`config.mk`:
```
export PLATFORM = sky130hd
export DESIGN_NAME = vu_sample_ctrl
export DESIGN_NICKNAME = d
export VERILOG_FILES = /design/src/rtl/vu_pkg.sv /design/src/rtl/vu_tick_gen.sv /design/src/rtl/vu_sample_ctrl.sv
export SDC_FILE = /design/constraint.sdc
export NUM_CORES = 1
export LEC_CHECK = 0
export CELL_PAD_IN_SITES_DETAIL_PLACEMENT = 1
export CELL_PAD_IN_SITES_GLOBAL_PLACEMENT = 1
export CORE_ASPECT_RATIO = 1.4
export CORE_UTILIZATION = 41
export DETAILED_ROUTE_END_ITERATION = 10
export HOLD_SLACK_MARGIN = 0.02
export PLACE_DENSITY = 0.75
export SETUP_SLACK_MARGIN = 0.05
export SYNTH_ARGS = -nofsm -noshare
export SYNTH_HDL_FRONTEND = slang
export SYNTH_SLANG_ARGS = --single-unit
export TNS_END_PERCENT = 30
```
`constraint.sdc`:
```
create_clock -name clock -period 2.1 [get_ports clock]
set_input_delay 0.315 -clock clock [delete_from_list [all_inputs] [get_ports clock]]
set_output_delay 0.315 -clock clock [all_outputs]
set_load 0.03 [all_outputs]
```
`src/rtl/vu_pkg.sv`:
```
// Shared types and defaults for the VU-meter sample path.
// Holds the sequencer state enum and width/default constants.
package vu_pkg;

  typedef enum logic [2:0] {
    ST_IDLE      = 3'd0,
    ST_WAIT_TICK = 3'd1,
    ST_START     = 3'd2,
    ST_CONVERT   = 3'd3,
    ST_LOAD      = 3'd4
  } vu_ctrl_state_t;

  localparam int VU_ERR_CNT_W   = 8;
  localparam int VU_SAMPLE_DIV  = 1000;
  localparam int VU_ADC_TIMEOUT = 64;

endpackage

```
`src/rtl/vu_tick_gen.sv`:
```
// Free-running modulo-DIV counter with a one-cycle tick on DIV-1.
// Ports: clk_i, rst_i (sync, high), clr_i (hold at 0), tick_o.
module vu_tick_gen #(
  parameter int DIV = 1000,
  parameter int W   = 16
) (
  input  logic clk_i,
  input  logic rst_i,
  input  logic clr_i,
  output logic tick_o
);

  localparam logic [W-1:0] LAST = W'(DIV - 1);

  logic [W-1:0] cnt_q;
  logic [W-1:0] cnt_d;

  always_comb begin
    cnt_d = cnt_q + W'(1);
    if (clr_i || (cnt_q == LAST)) begin
      cnt_d = '0;
    end
  end

  always_ff @(posedge clk_i) begin
    if (rst_i) begin
      cnt_q <= '0;
    end else begin
      cnt_q <= cnt_d;
    end
  end

  assign tick_o = (cnt_q == LAST);

endmodule

```
`src/rtl/vu_sample_ctrl.sv`:
```
// Sample sequencer: tick -> ADC start/ready handshake -> register strobes.
// Ports: clock, reset, run, clear, adc_ready/adc_fault in;
//        adc_start, reg_*, busy, sticky flags, err_count out.
module vu_sample_ctrl
  import vu_pkg::*;
#(
  parameter int SAMPLE_DIV = VU_SAMPLE_DIV,
  parameter int DIV_WIDTH  = 16,
  parameter int TIMEOUT    = VU_ADC_TIMEOUT
) (
  input  logic                    clock,
  input  logic                    reset,
  input  logic                    run,
  input  logic                    clear,
  input  logic                    adc_ready,
  input  logic                    adc_fault,
  output logic                    adc_start,
  output logic                    reg_enable,
  output logic                    reg_load,
  output logic                    reg_error,
  output logic                    busy,
  output logic                    timeout_flag,
  output logic                    overrun_flag,
  output logic [VU_ERR_CNT_W-1:0] err_count
);

  localparam int TO_W = (TIMEOUT > 2) ? $clog2(TIMEOUT) : 1;
  localparam logic [TO_W-1:0] TO_LAST = TO_W'(TIMEOUT - 1);
  localparam logic [VU_ERR_CNT_W-1:0] CNT_MAX = '1;

  vu_ctrl_state_t          state_q;
  logic [TO_W-1:0]         to_cnt_q;
  logic                    err_q;
  logic                    timeout_q;
  logic                    overrun_q;
  logic [VU_ERR_CNT_W-1:0] err_cnt_q;

  logic tick;
  logic busy_w;
  logic to_set;
  logic ov_set;
  logic cnt_inc;

  vu_tick_gen #(
    .DIV (SAMPLE_DIV),
    .W   (DIV_WIDTH)
  ) u_tick (
    .clk_i  (clock),
    .rst_i  (reset),
    .clr_i  (state_q == ST_IDLE),
    .tick_o (tick)
  );

  assign busy_w = (state_q == ST_START)
               || (state_q == ST_CONVERT)
               || (state_q == ST_LOAD);

  // A ready on the last convert cycle takes precedence over the timeout.
  assign to_set  = (state_q == ST_CONVERT) && !adc_ready
                && (to_cnt_q == TO_LAST);
  // A tick landing mid-conversion is dropped, only recorded.
  assign ov_set  = tick && busy_w;
  assign cnt_inc = (state_q == ST_LOAD) && err_q
                && (err_cnt_q != CNT_MAX);

  always_ff @(posedge clock) begin
    if (reset) begin
      state_q   <= ST_IDLE;
      to_cnt_q  <= '0;
      err_q     <= 1'b0;
      timeout_q <= 1'b0;
      overrun_q <= 1'b0;
      err_cnt_q <= '0;
    end else begin
      unique case (state_q)
        ST_IDLE: begin
          if (run) state_q <= ST_WAIT_TICK;
        end
        ST_WAIT_TICK: begin
          if (!run)      state_q <= ST_IDLE;
          else if (tick) state_q <= ST_START;
        end
        ST_START: begin
          to_cnt_q <= '0;
          state_q  <= ST_CONVERT;
        end
        ST_CONVERT: begin
          to_cnt_q <= to_cnt_q + TO_W'(1);
          if (adc_ready) begin
            err_q   <= adc_fault;
            state_q <= ST_LOAD;
          end else if (to_cnt_q == TO_LAST) begin
            err_q   <= 1'b1;
            state_q <= ST_LOAD;
          end
        end
        ST_LOAD: begin
          state_q <= run ? ST_WAIT_TICK : ST_IDLE;
        end
        default: begin
          state_q <= ST_IDLE;
        end
      endcase

      if (clear) begin
        timeout_q <= 1'b0;
        overrun_q <= 1'b0;
        err_cnt_q <= '0;
      end else begin
        if (to_set)  timeout_q <= 1'b1;
        if (ov_set)  overrun_q <= 1'b1;
        if (cnt_inc) err_cnt_q <= err_cnt_q + 1'b1;
      end
    end
  end

  assign adc_start    = (state_q == ST_START);
  assign reg_enable   = (state_q == ST_LOAD);
  assign reg_load     = (state_q == ST_LOAD);
  assign reg_error    = (state_q == ST_LOAD) && err_q;
  assign busy         = busy_w;
  assign timeout_flag = timeout_q;
  assign overrun_flag = overrun_q;
  assign err_count    = err_cnt_q;

endmodule

```
==> results_dict.tcl, run 1 <==
set metrics [dict create \
    status "completed" \
    ant_nets 0 \
    grt_setup_unrepaired "false" \
    period_minus_slack_ns 1.88 \
    end_kind "primary output" \
    grt_max_degree 15 \
    multiInputGateArea_um2 922 \
    crit_required_ns 1.78 \
    yosys.area.top_type_share_pct 42.3 \
    chipHeight_um 78.3 \
    rows 27 \
    drtIter0Drc 43 \
    fillCellCount 480 \
    p_per_area_mw_per_mm2 610 \
    drc 0 \
    synthArstFlopShare_pct 0 \
    fin_crit_sh_pct 89.6 \
    die_w_um 56.5 \
    final_util_pct 51.5 \
    finalHoldViolations 0 \
    hpwl_um 3210 \
    crit_path_start "state_q[0]" \
    clkPwrFrac_pct 41.3 \
    power_leakage_nw 0.754 \
    setup_tns_ns 0 \
    synth_warnings 0 \
    skew_ns 0.0107 \
    ys_seq_elements 36 \
    crit_fanout 11 \
    p_int_uw 964 \
    drive_above_1_share_pct 7.96 \
    max_freq_mhz 531 \
    grt_pass1_vias 1592 \
    track_usage_pct 20.6 \
    p_total_mw 1.24 \
    ioPinCount 21 \
    cts_tree "built" \
    cp.arrival_ns 1.57 \
    first_pass_iters 4 \
    numCtsBuffers 5 \
    worstSetupStartpointType "register" \
    synth_edf_count 0 \
    antenna_found_initial 0 \
    maxCapViolCount 0 \
    gp_congestion 0.781 \
    yosys.area.top_type "dfxtp_1" \
    syn_area_per_cell_um2 8.40 \
    crit_type "register to primary output" \
    vias 1550 \
    die_area_mm2 0.00442 \
    synth_cells 203 \
    io_buffers 20 \
    path_clk_slew_ns 0.08 \
    gr-usage-met3_pct 5.11 \
    cts_root_buf "clkbuf_8" \
    worstSetupEndpoint "reg_error" \
    totalWireLength_um 4220 \
    grt_pass1_wl_um 7230 \
    setup_viol 0 \
    synth_most_common_cell "dfxtp_1" \
    vdd_drop_max_v 0.000434 \
    core_mm2 0.00395 \
    post-cts-setup-buffers 0 \
    hp-class "register to register" \
    cts.htree.levels 2 \
    cts.path.max_buffers 2 \
    switching_power_uw 278 \
    slew_violations 0 \
    top_usage_layer "met2" \
    clk_latency_ns 0.29 \
    area_growth_pct 19.4 \
    wl_per_cell_um 15.7 \
    initial_core_util_pct 43.1 \
    cts_num_sinks 36 \
    comb_power_share_pct 3.1 \
    ys.flop_type "dfxtp_1" \
    grt_util_met2_pct 38.0 \
    netlist_area_mm2 0.00171 \
    grtUsageMet1_pct 22.2 \
    diodes 0 \
    register_area_um2 721 \
    final_nets 234 \
    r2r-end "state_q[1]" \
    p_seq_share_pct 55.6 \
    synth_area_leaders "dfxtp_1 (42%), nor2_1 (7.5%), xnor2_1 (5.1%), nand3_1 (3.8%), a21oi_1 (3.5%)" \
    r2r-start "u_tick.cnt_q[0]" \
    post_drt_via_cell_ratio 5.76 \
    netSwitchingFraction_pct 22.4 \
    ys_seq_area_share_pct 42.3 \
    ys_top_cells_by_count "dfxtp_1 (36), nor2_1 (34), nand2_1 (14), nand3_1 (13), a21oi_1 (12)" \
    reg2regPathDepth 5 \
    r2r_slack_ns 0.39 \
    syn_nets 212 \
    worst_pin_slew_ns 0.368 \
    relSlewSlack_pct 75.2 \
    synth.distinct_cells 41 \
    grt-ovfl-total 0 \
]
## worst min-delay path by stage
stage | from | to | slack [ns] | cells past startpoint
detailed placement | err_q | err_q | 0.45 | 2
floorplan | reset | u_tick.cnt_q[2] | 0.39 | 1
global placement | u_tick.cnt_q[0] | u_tick.cnt_q[0] | 0.44 | 1
finish | err_q | err_q | 0.46 | 2
CTS | err_q | err_q | 0.47 | 2
global route | u_tick.cnt_q[0] | u_tick.cnt_q[0] | 0.48 | 1
## critical path: stages, from the launching register on
cell	delay (ns)
dfxtp_1	0.42
and4bb_2	0.44
dlygate4sd2_1	0.42
## flip-flops by register name, indices dropped and copies added (netlist names)
register      flops
u_tick.cnt_q     16
err_count         8
to_cnt_q          6
state_q           3
err_q             1
overrun_flag      1
timeout_flag      1
## per-layer routing
metal  vias to the layer above  part of all wire (%)  routed length [um]
met5                         -                     0                   0
met4                         0                   1.8                  75
met3                         8                   3.4                 142
met2                        26                    55                2310
met1                       750                    40                1700
li1                        766                     -                   -
## stage by stage
step	setup WS, ns	hold WS [ns]	area [um^2]	instances
after floorplan	0.533	0.392	1710	203
after global placement	0.278	0.441	1930	261
after detailed placement	0.249	0.451	1930	261
after CTS	0.0312	0.467	2030	269
after global routing	0.132	0.485	2040	269
final	0.218	0.461	2040	269
## kinds of logic after synthesis
group                      after synthesis  share of synthesized area (%)
AOI/OAI and AO/OA                       31                           11.2
xor gates and xnor gates                15                           7.70
adders and majority gates                3                           2.20
buffers and inverters                   12                           3.67
DFF                                     36                           42.3
muxes                                    1                          0.587
and+or+nand+nor                        105                           32.4
## power groups by stage
stage               sequential, mW  combinational (mW)  clock, mW
finish                       0.690              0.0390      0.512
global route                 0.691              0.0444      0.554
CTS                          0.690              0.0398      0.526
detailed placement           0.706              0.0395          0
global placement             0.706              0.0378          0
floorplan                    0.702              0.0224          0
## repair_timing
item,CTS,global route
setup endpoints to repair,4,4
gates resized for setup,1,4
hold buffers,0,0
## placed cells by master, fill, tap and decap left out, types with 6 or more instances in the layout
| cell | instances |
|---|---|
| clkbuf_8 | 6 |
| dfxtp_1 | 36 |
| xnor2_1 | 10 |
| nand3_1 | 13 |
| a21oi_1 | 12 |
| nand4_1 | 7 |
| nor2_1 | 34 |
| nand2_1 | 14 |
| nor3_1 | 10 |
| clkdlybuf4s50_1 | 15 |
## final cells by class
class,instances,area share [%]
clock buffers,6,4.06
clock inverters,2,0.492
inverters,4,0.738
multi-input cells,155,45.3
flip-flops and latches,36,35.4
well taps,43,2.64
repair buffers,23,11.4
Power figures use the tool's default switching activity.
==> inputs of run 2 (changes only) <==
SETUP_SLACK_MARGIN = 0.3   (was 0.05)
==> results_dict.tcl, run 2 (synthesis gave the netlist of run 1 again) <==
set metrics [dict create \
    ioPinCount 21 \
    initial_core_util_pct 43.1 \
    worstSetupStartpointType "register" \
    largest_register_ffs 16 \
    grt-ovfl-total 0 \
    path_clk_slew_ns 0.08 \
    place_area_mm2 0.00193 \
    critical-path-top-delay-family "buffers and inverters" \
    vdd_drop_max_v 0.000435 \
    netSwitchingFraction_pct 22.4 \
    drtIter0Drc 27 \
    slew_violations 0 \
    cpPeakStageDelay_ns 0.71 \
    final_nets 234 \
    ant_nets 0 \
    vias 1545 \
    cp.arrival_ns 1.42 \
    totalWireLength_um 4210 \
    comb_power_share_pct 3.2 \
    switching_power_uw 278 \
    p_per_area_mw_per_mm2 610 \
    hp-class "register to register" \
    slowest_stage "clkdlybuf4s50_1" \
    numCtsBuffers 5 \
    crit_fanout 7 \
    worst_pin_slew_ns 0.368 \
    cts_num_sinks 36 \
    maxCapViolCount 0 \
    post-cts-setup-buffers 0 \
    diodes 0 \
    grt_pass1_wl_um 7230 \
    final_area_mm2 0.00204 \
    io_buffers 20 \
    drive_above_1_share_pct 9.29 \
    power_leakage_nw 0.749 \
    path_cells "clkdlybuf4s50_1" \
    setup_viol 0 \
    cts_tree "built" \
    hpwl_um 3210 \
    setup_tns_ns 0 \
    gp_congestion 0.781 \
    postCtsHoldBufs 0 \
    cts.htree.levels 2 \
    max_freq_mhz 576 \
    p_seq_share_pct 55.6 \
    wl_per_cell_um 15.6 \
    die_area_mm2 0.00442 \
    relSlewSlack_pct 75.2 \
    fillCellCount 477 \
    grt_setup_unrepaired "false" \
    post_drt_via_cell_ratio 5.74 \
    skew_ns 0.0109 \
    clk_latency_ns 0.29 \
    p_int_uw 964 \
    finalHoldViolations 0 \
    path_depth 1 \
    crit_required_ns 1.78 \
    area_growth_pct 19.4 \
    grt_max_degree 15 \
    cts_root_buf "clkbuf_8" \
    first_pass_iters 4 \
    track_usage_pct 20.6 \
    antenna_found_initial 0 \
    crit_type "register to primary output" \
    clkPwrFrac_pct 41.3 \
    final_common_cell "dfxtp_1" \
    die_w_um 56.5 \
    end_kind "primary output" \
    critPathBufInv 1 \
    layout_common_cells "dfxtp_1 (35), nor2_1 (34), nand2_1 (14), clkdlybuf4s50_1 (14), nand3_1 (13)" \
    min_path_cells 2 \
    grt_pass1_vias 1592 \
    rows 27 \
    period_minus_slack_ns 1.74 \
    cts.path.max_buffers 2 \
    core_mm2 0.00395 \
    reg2regPathDepth 5 \
    fin_crit_sh_pct 82.7 \
    drc 0 \
    chipHeight_um 78.3 \
    max_flop_register "u_tick.cnt_q" \
    status "completed" \
]
## run 2: per-stage QoR
stage          instances  util [%]  power (mW)  setup slack (ns)  hold slack (ns)
2_1_floorplan        203         -       0.725             0.533            0.392
3_3_place_gp         261      48.9       0.743             0.278            0.441
3_5_place_dp         261      48.9       0.746             0.249            0.451
4_1_cts              269      51.2        1.26            0.0337            0.467
5_1_grt              269      51.5        1.29             0.301            0.487
6_report             269      51.5        1.24             0.363            0.461
## run 2: what timing repair did
item | CTS | global route
endpoints found under the setup margin | 5 | 7
resized for setup | 2 | 9
endpoints found under the hold margin | 0 | 0
pin swaps | 0 | 0
## run 2: power by group through the flow
stage / Sequential [mW] / Clock (mW) / Combinational, mW
6_report: 0.691 / 0.512 / 0.0392
5_1_grt: 0.691 / 0.554 / 0.0445
4_1_cts: 0.690 / 0.526 / 0.0398
3_5_place_dp: 0.706 / 0 / 0.0395
3_3_place_gp: 0.706 / 0 / 0.0378
2_1_floorplan: 0.702 / 0 / 0.0224
## run 2: area by class of cell
| cell class | instances | area [um^2] | area share, % |
|---|---|---|---|
| clock inverters | 2 | 10.0 | 0.492 |
| multi-input cells | 155 | 925 | 45.4 |
| clock buffers | 6 | 82.6 | 4.06 |
| repair buffers | 23 | 228 | 11.2 |
| well taps | 43 | 53.8 | 2.64 |
| flip-flops and latches | 36 | 722 | 35.5 |
| inverters | 4 | 15.0 | 0.738 |
## run 2: layer usage
metal	routed length (um)	global-route usage, %	share of wire [%]
met5	0	0	0
met4	75	7.80	1.8
met3	142	5.11	3.4
met2	2290	38.0	54
met1	1700	22.2	40
## run 2: worst paths after layout
| path | slack [ns] | startpoint | endpoint |
|---|---|---|---|
| setup reg to reg | 0.44 | u_tick.cnt_q[0] | state_q[1] |
| setup / recovery | 0.36 | err_count[2] | err_count[2] |
| hold / removal | 0.46 | err_q | err_q |
| hold reg to reg | 0.46 | err_q | err_q |
==> inputs of run 3 (changes only) <==
clock period = 1.7 ns   (was 2.1 ns; I/O delays follow)
==> results_dict.tcl, run 3 (synthesis gave the netlist of run 1 again) <==
set metrics [dict create \
    max_freq_mhz 651 \
    io_buffers 20 \
    place_ws_ns 0.0825 \
    grt-ovfl-total 0 \
    rows 27 \
    chipHeight_um 78.3 \
    p_total_mw 1.66 \
    ioPinCount 21 \
    finalHoldViolations 0 \
    initial_core_util_pct 43.1 \
    drc 0 \
    vias 1633 \
    final_nets 249 \
    die_area_mm2 0.00442 \
    worst_pin_slew_ns 0.351 \
    setup_viol 0 \
    drive_above_1_share_pct 27.4 \
    grt_setup_unrepaired "true" \
    final_util_pct 58.6 \
    status "completed" \
    cts.htree.levels 2 \
    totalWireLength_um 4780 \
    gp_congestion 0.778 \
    max_flop_register "u_tick.cnt_q" \
    cts.path.max_buffers 2 \
    largest_register_ffs 16 \
    core_mm2 0.00395 \
    grt_max_degree 15 \
    reg2regPathDepth 5 \
    r2r-start "u_tick.cnt_q[0]" \
    antenna_found_initial 0 \
    first_pass_iters 4 \
    crit_fanout 5 \
    end_kind "register" \
    layout_common_cells "nor2_1 (31), dfxtp_1 (20), buf_4 (14)" \
    worstHoldStart "u_tick.cnt_q[0]" \
    numCtsBuffers 5 \
    final_common_cell "nor2_1" \
    hp-class "register to register" \
    path_clk_slew_ns 0.08 \
    cts_num_sinks 36 \
    power_leakage_nw 0.879 \
    setup_tns_ns 0 \
    cts_tree "built" \
    relSlewSlack_pct 76.4 \
    period_minus_slack_ns 1.54 \
    grt_pass1_wl_um 7680 \
    ant_nets 0 \
    hold_end "u_tick.cnt_q[0]" \
    r2r_slack_ns 0.16 \
    track_usage_pct 21.7 \
    worstSetupStartpointType "register" \
    post_drt_via_cell_ratio 5.75 \
    cp.arrival_ns 1.76 \
    area_growth_pct 35.7 \
    crit_required_ns 1.92 \
    p_per_area_mw_per_mm2 717 \
    crit_type "register to register" \
    maxCapViolCount 0 \
    diodes 0 \
    drtIter0Drc 39 \
    skew_ns 0.00779 \
    vdd_drop_max_v 0.000755 \
    hpwl_um 3240 \
    wl_per_cell_um 16.8 \
    r2r-end "state_q[1]" \
    grt_pass1_vias 1693 \
    holdWs_ns 0.455 \
    fin_crit_sh_pct 90.4 \
    fin_ws_ns 0.163 \
    cts_root_buf "clkbuf_8" \
    clk_latency_ns 0.29 \
    postCtsHoldBufs 0 \
    min_path_cells 1 \
    die_w_um 56.5 \
    slew_violations 0 \
]
==> run 3: changes by cell type in the layout (fill, tap and decap cells not counted), moves of 2 or more <==
cell,delta
dlygate4sd2_1,+4
buf_6,+6
nor2_2,+2
dfxtp_4,+4
dfxtp_1,-15
nor2_1,-3
or4_4,+2
or4_1,-2
dfxtp_2,+11
buf_4,+11
clkdlybuf4s50_1,-9
==> run 3: repair_timing <==
item	in CTS	in global routing
endpoints found under the hold margin	0	0
cloned	0	1
resized for setup	21	40
pin swaps	2	9
setup buffers	2	9
setup endpoints to repair	36	40
==> run 3: final cells by class <==
type                            count  area, um^2
Clock buffer                        6        72.6
Clock inverter                      2        35.0
Fill cell                         478        1640
Inverter                            4        15.0
Multi-Input combinational cell    155        1010
Sequential cell                    36         751
Tap cell                           43        53.8
Timing Repair Buffer               38         379
==> run 3: worst max-delay path by stage <==
| stage | start | cells after the start | endpoint |
|---|---|---|---|
| finish | u_tick.cnt_q[0] | 5 | state_q[1] |
| CTS | state_q[0] | 4 | reg_enable |
| global route | u_tick.cnt_q[0] | 5 | state_q[1] |
| detailed placement | state_q[0] | 4 | reg_enable |
| global placement | state_q[0] | 4 | reg_enable |
| floorplan | err_count[2] | 3 | err_count[7] |
==> run 3: routing by layer <==
metal,up-vias,part of all wire [%],track usage (%)
li1,802,-,-
met1,804,39,22.6
met2,21,57,42.2
met3,6,1.7,4.61
met4,0,1.6,6.34
met5,-,0,0
==> run 3: report_power, final <==
group          internal [mW]  leakage (nW)  switching [mW]
logic                 0.0347         0.524          0.0358
clock network          0.435        0.0552           0.305
registers              0.842         0.299         0.00581
total                   1.31         0.879           0.347
==> run 3: stage by stage <==
step	std cells	area, um^2
finish	284	2310
global route	284	2310
CTS	274	2110
detailed placement	264	1980
global placement	264	1980
floorplan	203	1720
==> run 3: critical path, stage by stage, from the launching register on <==
cell and delay (ns):
dfxtp_4 0.37, ha_4 0.18, and4bb_2 0.27, nand4_4 0.14, or3b_1 0.38, a21oi_1 0.13
